[config.mk]
export PLATFORM = sky130hd
export DESIGN_NAME = display_arbiter
export DESIGN_NICKNAME = d
export VERILOG_FILES = /design/src/rtl/display_pkg.sv /design/src/rtl/hex_to_seg7.sv /design/src/rtl/display_arbiter.sv
export SDC_FILE = /design/constraint.sdc
export NUM_CORES = 1
export LEC_CHECK = 0
export BUFFER_PORTS_ARGS = -buffer_cell sky130_fd_sc_hd__clkbuf_2
export CAP_MARGIN = 20
export CORE_UTILIZATION = 30
export CTS_CLUSTER_SIZE = 8
export DETAILED_ROUTE_END_ITERATION = 8
export PLACE_DENSITY = 0.46
export SETUP_SLACK_MARGIN = 0.4
export SKIP_CTS_REPAIR_TIMING = 1
export SLEW_MARGIN = 5
export SYNTH_ARGS = -nofsm -noshare
export SYNTH_HDL_FRONTEND = slang
export SYNTH_SLANG_ARGS = --single-unit
[constraint.sdc]
create_clock -name clk -period 5.6 [get_ports clk]
set_input_delay 0.28 -clock clk [delete_from_list [all_inputs] [get_ports clk]]
set_output_delay 0.28 -clock clk [all_outputs]
set_load 0.01 [all_outputs]
[src/rtl/display_pkg.sv]
// Shared constants for the display arbiter: segment codes (active-low
// {a,b,c,d,e,f,g}) and FSM state encodings.
package display_pkg;

  typedef enum logic {
    ST_IDLE = 1'b0,
    ST_SHOW = 1'b1
  } state_e;

  localparam logic [6:0] SEG_BLANK = 7'h7F;

  localparam logic [6:0] SEG_CODES [16] = '{
    7'h01, 7'h4F, 7'h12, 7'h06, 7'h4C, 7'h24, 7'h20, 7'h0F,
    7'h00, 7'h04, 7'h08, 7'h60, 7'h31, 7'h42, 7'h30, 7'h38
  };

endpackage

[src/rtl/hex_to_seg7.sv]
// Purely combinational hex nibble to active-low 7-segment pattern decoder.
module hex_to_seg7
  import display_pkg::*;
(
  input  logic [3:0] nibble,
  output logic [6:0] seg
);

  assign seg = SEG_CODES[nibble];

endmodule

[src/rtl/display_arbiter.sv]
// Round-robin sharing of the 4-digit display with minimum dwell per grant,
// plus the free-running scan strobe. Optional: LEADING_ZERO_BLANK_EN.
module display_arbiter
  import display_pkg::*;
#(
  parameter int NUM_REQ      = 4,
  parameter int DWELL_CYCLES = 50_000_000,
  parameter int SCAN_DIV     = 50_000
) (
  input  logic                   clk,
  input  logic                   rst_n,
  input  logic [NUM_REQ-1:0]     req,
  input  logic [16*NUM_REQ-1:0]  req_data,
  output logic [NUM_REQ-1:0]     ack,
  output logic                   busy,
  output logic [2:0]             grant_id,
  output logic [27:0]            seg_word,
  output logic                   scan_tick
);

  localparam int DW = (DWELL_CYCLES > 1) ? $clog2(DWELL_CYCLES) : 1;
  localparam int SW = $clog2(SCAN_DIV);

  state_e             state_q, state_d;
  logic [NUM_REQ-1:0] ack_q, ack_d;
  logic [2:0]         grant_id_q, grant_id_d;
  logic [27:0]        seg_word_q, seg_word_d;
  logic [DW-1:0]      dwell_q, dwell_d;
  logic [SW-1:0]      scan_q, scan_d;

  logic [NUM_REQ-1:0] eligible;
  logic               win_valid;
  logic [2:0]         win_id;
  logic [15:0]        win_data;
  logic [6:0]         digit_raw [4];
  logic [27:0]        seg_dec;
  logic               capture;

  // A source still seeing its ack is masked so a held req is not re-captured.
  assign eligible = req & ~ack_q;

  always_comb begin
    win_valid = 1'b0;
    win_id    = grant_id_q;
    win_data  = '0;
    for (int k = 1; k <= NUM_REQ; k++) begin
      for (int i = 0; i < NUM_REQ; i++) begin
        if (!win_valid && eligible[i] && (i == (int'(grant_id_q) + k) % NUM_REQ)) begin
          win_valid = 1'b1;
          win_id    = 3'(i);
          win_data  = req_data[16*i +: 16];
        end
      end
    end
  end

  for (genvar d = 0; d < 4; d++) begin : g_dec
    hex_to_seg7 u_hex (
      .nibble (win_data[4*d +: 4]),
      .seg    (digit_raw[d])
    );
  end

  always_comb begin
    seg_dec = {digit_raw[3], digit_raw[2], digit_raw[1], digit_raw[0]};
`ifdef LEADING_ZERO_BLANK_EN
    if (win_data[15:12] == 4'h0) begin
      seg_dec[27:21] = SEG_BLANK;
      if (win_data[11:8] == 4'h0) begin
        seg_dec[20:14] = SEG_BLANK;
        if (win_data[7:4] == 4'h0) seg_dec[13:7] = SEG_BLANK;
      end
    end
`endif
  end

  always_ff @(posedge clk or negedge rst_n) begin
    if (!rst_n) begin
      state_q    <= ST_IDLE;
      ack_q      <= '0;
      grant_id_q <= 3'(NUM_REQ - 1);
      seg_word_q <= '1;
      dwell_q    <= '0;
      scan_q     <= '0;
    end else begin
      state_q    <= state_d;
      ack_q      <= ack_d;
      grant_id_q <= grant_id_d;
      seg_word_q <= seg_word_d;
      dwell_q    <= dwell_d;
      scan_q     <= scan_d;
    end
  end

  // Capture on an idle edge or on dwell expiry, back-to-back with no bubble.
  always_comb begin
    state_d    = state_q;
    ack_d      = '0;
    grant_id_d = grant_id_q;
    seg_word_d = seg_word_q;
    dwell_d    = dwell_q;
    scan_d     = (scan_q == SW'(SCAN_DIV - 1)) ? '0 : scan_q + 1'b1;
    capture    = 1'b0;
    case (state_q)
      ST_IDLE: capture = win_valid;
      ST_SHOW: begin
        if (dwell_q == '0) begin
          capture = win_valid;
          if (!win_valid) state_d = ST_IDLE;
        end else begin
          dwell_d = dwell_q - 1'b1;
        end
      end
      default: state_d = ST_IDLE;
    endcase
    if (capture) begin
      state_d    = ST_SHOW;
      ack_d      = NUM_REQ'(1) << win_id;
      grant_id_d = win_id;
      seg_word_d = seg_dec;
      dwell_d    = DW'(DWELL_CYCLES - 1);
    end
  end

  always_comb begin
    busy      = (state_q == ST_SHOW);
    scan_tick = (scan_q == SW'(SCAN_DIV - 1));
    ack       = ack_q;
    grant_id  = grant_id_q;
    seg_word  = seg_word_q;
  end

endmodule

==> results.py <==
metrics = {
    "placement": {
        "gp_congestion": 0.956,
        "dp_cells": 1193,
        "dp_slack_ns": 1.48,
        "numPortBuffers": 106,
        "placed_area_mm2": 0.00755,
        "hpwl_um": 19400,
    },
    "clocking": {
        "clk_path_buf_depth": 2,
        "clk_pin_slew_ns": 0.06,
        "clock-sinks": 78,
        "cts-root-buf": "clkbuf_16",
        "cts_made_buffers": 9,
        "cts_tree": "built",
        "clock_latency_ns": 0.34,
        "h-tree-depth": 3,
    },
    "route": {
        "drt_iter0_markers": 798,
        "drtPass1Iterations": 5,
        "wl_per_cell_um": 21.7,
        "drc": 0,
        "ant_nets": 0,
        "vias_per_cell": 6.02,
        "vias": 7286,
        "wl_um": 26200,
    },
    "setup_path": {
        "rr_endpoint": "seg_word[11]",
        "worst_ep_required_time_ns": 5.87,
        "rrSetupSlack_ns": 1.33,
        "cp-start-kind": "register",
        "setup.worst_path.start": "grant_id[0]",
        "worst_setup_path_end_kind": "register",
        "path_class": "reg -> reg",
        "worstPathMaxFanout": 50,
        "worst_r2r_path_depth": 10,
        "crit_end": "seg_word[11]",
        "arrival_ns": 4.53,
        "reg2reg_from": "grant_id[0]",
    },
    "die": {
        "core_mm2": 0.0221,
        "chipWidth_um": 153,
        "ios": 107,
        "die_y_um": 153,
        "start_util": 0.310,
        "rows": 54,
        "dieArea_mm2": 0.0234,
    },
    "synth": {
        "synth_area_leaders": "dfrtp_1, dfstp_2, nand2_1, nor2_1, o21ai_0",
        "syn_nets": 929,
        "ys_warn_count": 0,
        "synth_top_family_by_area": "compound AO/OA/AOI/OAI gates",
        "ys.flop_type": "dfrtp_1",
        "synth.distinct_cells": 93,
        "synth_area_leader_cell": "dfrtp_1",
        "synth-seq-cells": 78,
        "synth_common_cells": "nand2_1, nor2_1, o21ai_0, dfrtp_1, a21oi_1",
        "yosysSeqAreaShare": 0.291,
        "synth_mux_area_frac": 0.0166,
        "yosysMostFrequentCell": "nand2_1",
        "synthXorXnorAreaFrac": 0.0358,
        "netlist_area_mm2": 0.00684,
        "synth_edf_count": 0,
        "synth-compound-area-share": 0.296,
        "syn_inst": 845,
        "yosys.area.top_type_share": 0.176,
        "synthAdderAreaFrac": 0.0256,
        "synth.avg_cell_area_um2": 8.10,
        "async_reset_ff_frac": 1.00,
        "yosys.area_share.simple": 0.280,
    },
    "outcome": {
        "status": "completed",
    },
    "final_layout": {
        "nNetsFinal": 1010,
        "synthToLayoutAreaGrowth_pct": 14.9,
        "design_area_mm2": 0.00786,
        "layout.cells.non_filler": 1211,
        "diodes": 0,
        "final_layout_size_suffix_gt1_frac": 0.223,
        "fin_util": 0.356,
    },
    "global_route": {
        "grt_max_degree": 62,
        "antenna_found_initial": 1,
        "grt_pass1_wl_um": 40600,
        "grt_overflow": 0,
        "grt_usage": 0.225,
        "grt_pass1_vias": 6867,
    },
    "sta": {
        "max_slew_margin": 0.288,
        "worstMarginPinSlew_ns": 1.07,
        "holdWs_ns": 0.347,
        "worst_slack_ns": 1.33,
        "min_period_ns": 4.27,
        "fin_skew_ns": 0.00667,
        "fmax_mhz": 234,
        "grt_setup_unrepaired": "false",
        "drv_slew": 0,
        "setup_viol": 0,
        "post-route-period-util": 0.762,
        "tns_ns": 0,
        "finalHoldViolations": 0,
    },
    "power": {
        "power.total_mw": 1.99,
        "peakVddDrop_mv": 0.122,
        "p_leak_nw": 3.25,
        "power_density_mw_per_mm2": 253,
    },
    "run": {
        "max_cap_violations": 0,
    },
    "worst_hold_path": {
        "hold_path_class": "in -> async",
    },
}
logic make-up after synthesis:
group | Yosys count
AOI/OAI and AO/OA | 284
xor gates and xnor gates | 28
adders and majority gates | 14
buffers and inverters | 77
DFF | 78
muxes | 11
and+or+nand+nor | 353
layout by cell type (no fill, tap or decap), drive strengths merged, types with 7 or more instances in the layout:
cell,Yosys,layout
a211oi,7,7
a21oi,45,45
a221o,8,8
a221oi,11,11
a22oi,12,12
a2bb2oi,7,7
a31oi,30,30
a32oi,10,10
and2,10,10
and3,7,7
and3b,8,8
buf,40,16
clkbuf,13,115
dfrtp,48,48
dfstp,30,30
ha,14,14
inv,24,25
mux2i,8,8
nand2,86,86
nand2b,12,12
nand3,34,34
nand3b,7,7
nand4,8,8
nor2,80,80
nor2b,7,7
nor3,31,31
nor4,11,11
o211ai,8,8
o21a,8,8
o21ai,55,55
o22ai,21,21
o31ai,7,7
or3,10,10
or4,7,7
xnor2,13,13
xor2,15,15
worst max-delay path, stage by stage, from the launching register on:
cell and delay, ns:
dfstp_2 1.11, nand2b_1 0.29, nor2_1 0.60, a221o_1 0.49, a211o_1 0.20, o21ai_2 0.09, nor2_1 0.47, inv_1 0.10
ha_1 0.27, or3_1 0.38, a31oi_1 0.17
sequential cells by signal, indices dropped and copies added (netlist names):
register  cells
ack           4
busy          1
dwell_q      26
grant_id      3
scan_q       16
seg_word     28
worst min-delay path by stage:
stage / to / slack [ns] / depth (start not counted)
floorplan: ack[0] / -0.02 / 0
global placement: dwell_q[3] / 0.17 / 1
detailed placement: dwell_q[3] / 0.17 / 1
CTS: dwell_q[6] / -0.21 / 1
global route: dwell_q[6] / 0.37 / 2
finish: dwell_q[3] / 0.35 / 2
layer usage:
metal	vias up	track usage	wire length, um
met3	69	0.0714	2510
met5	-	0	0
met1	3461	0.300	11400
met2	370	0.334	11400
li1	3386	-	-
met4	0	0.0938	920
power by group:
group	total [mW]	leakage, nW	switching (mW)	internal, mW
clock network	0.593	0.146	0.246	0.347
registers	0.709	0.925	0.0684	0.640
logic	0.687	2.17	0.419	0.268
area by class of cell:
cell class                 instances  area (um^2)
sequential                        78         1990
multi-input combinational        690         4470
clock inverter                     7         73.8
clock buffer                       9          225
inverter                          24         90.1
timing repair buffer             123          661
tap                              280          350
fill                            2340        14200
Note: power is estimated with default switching activity, not from simulation.
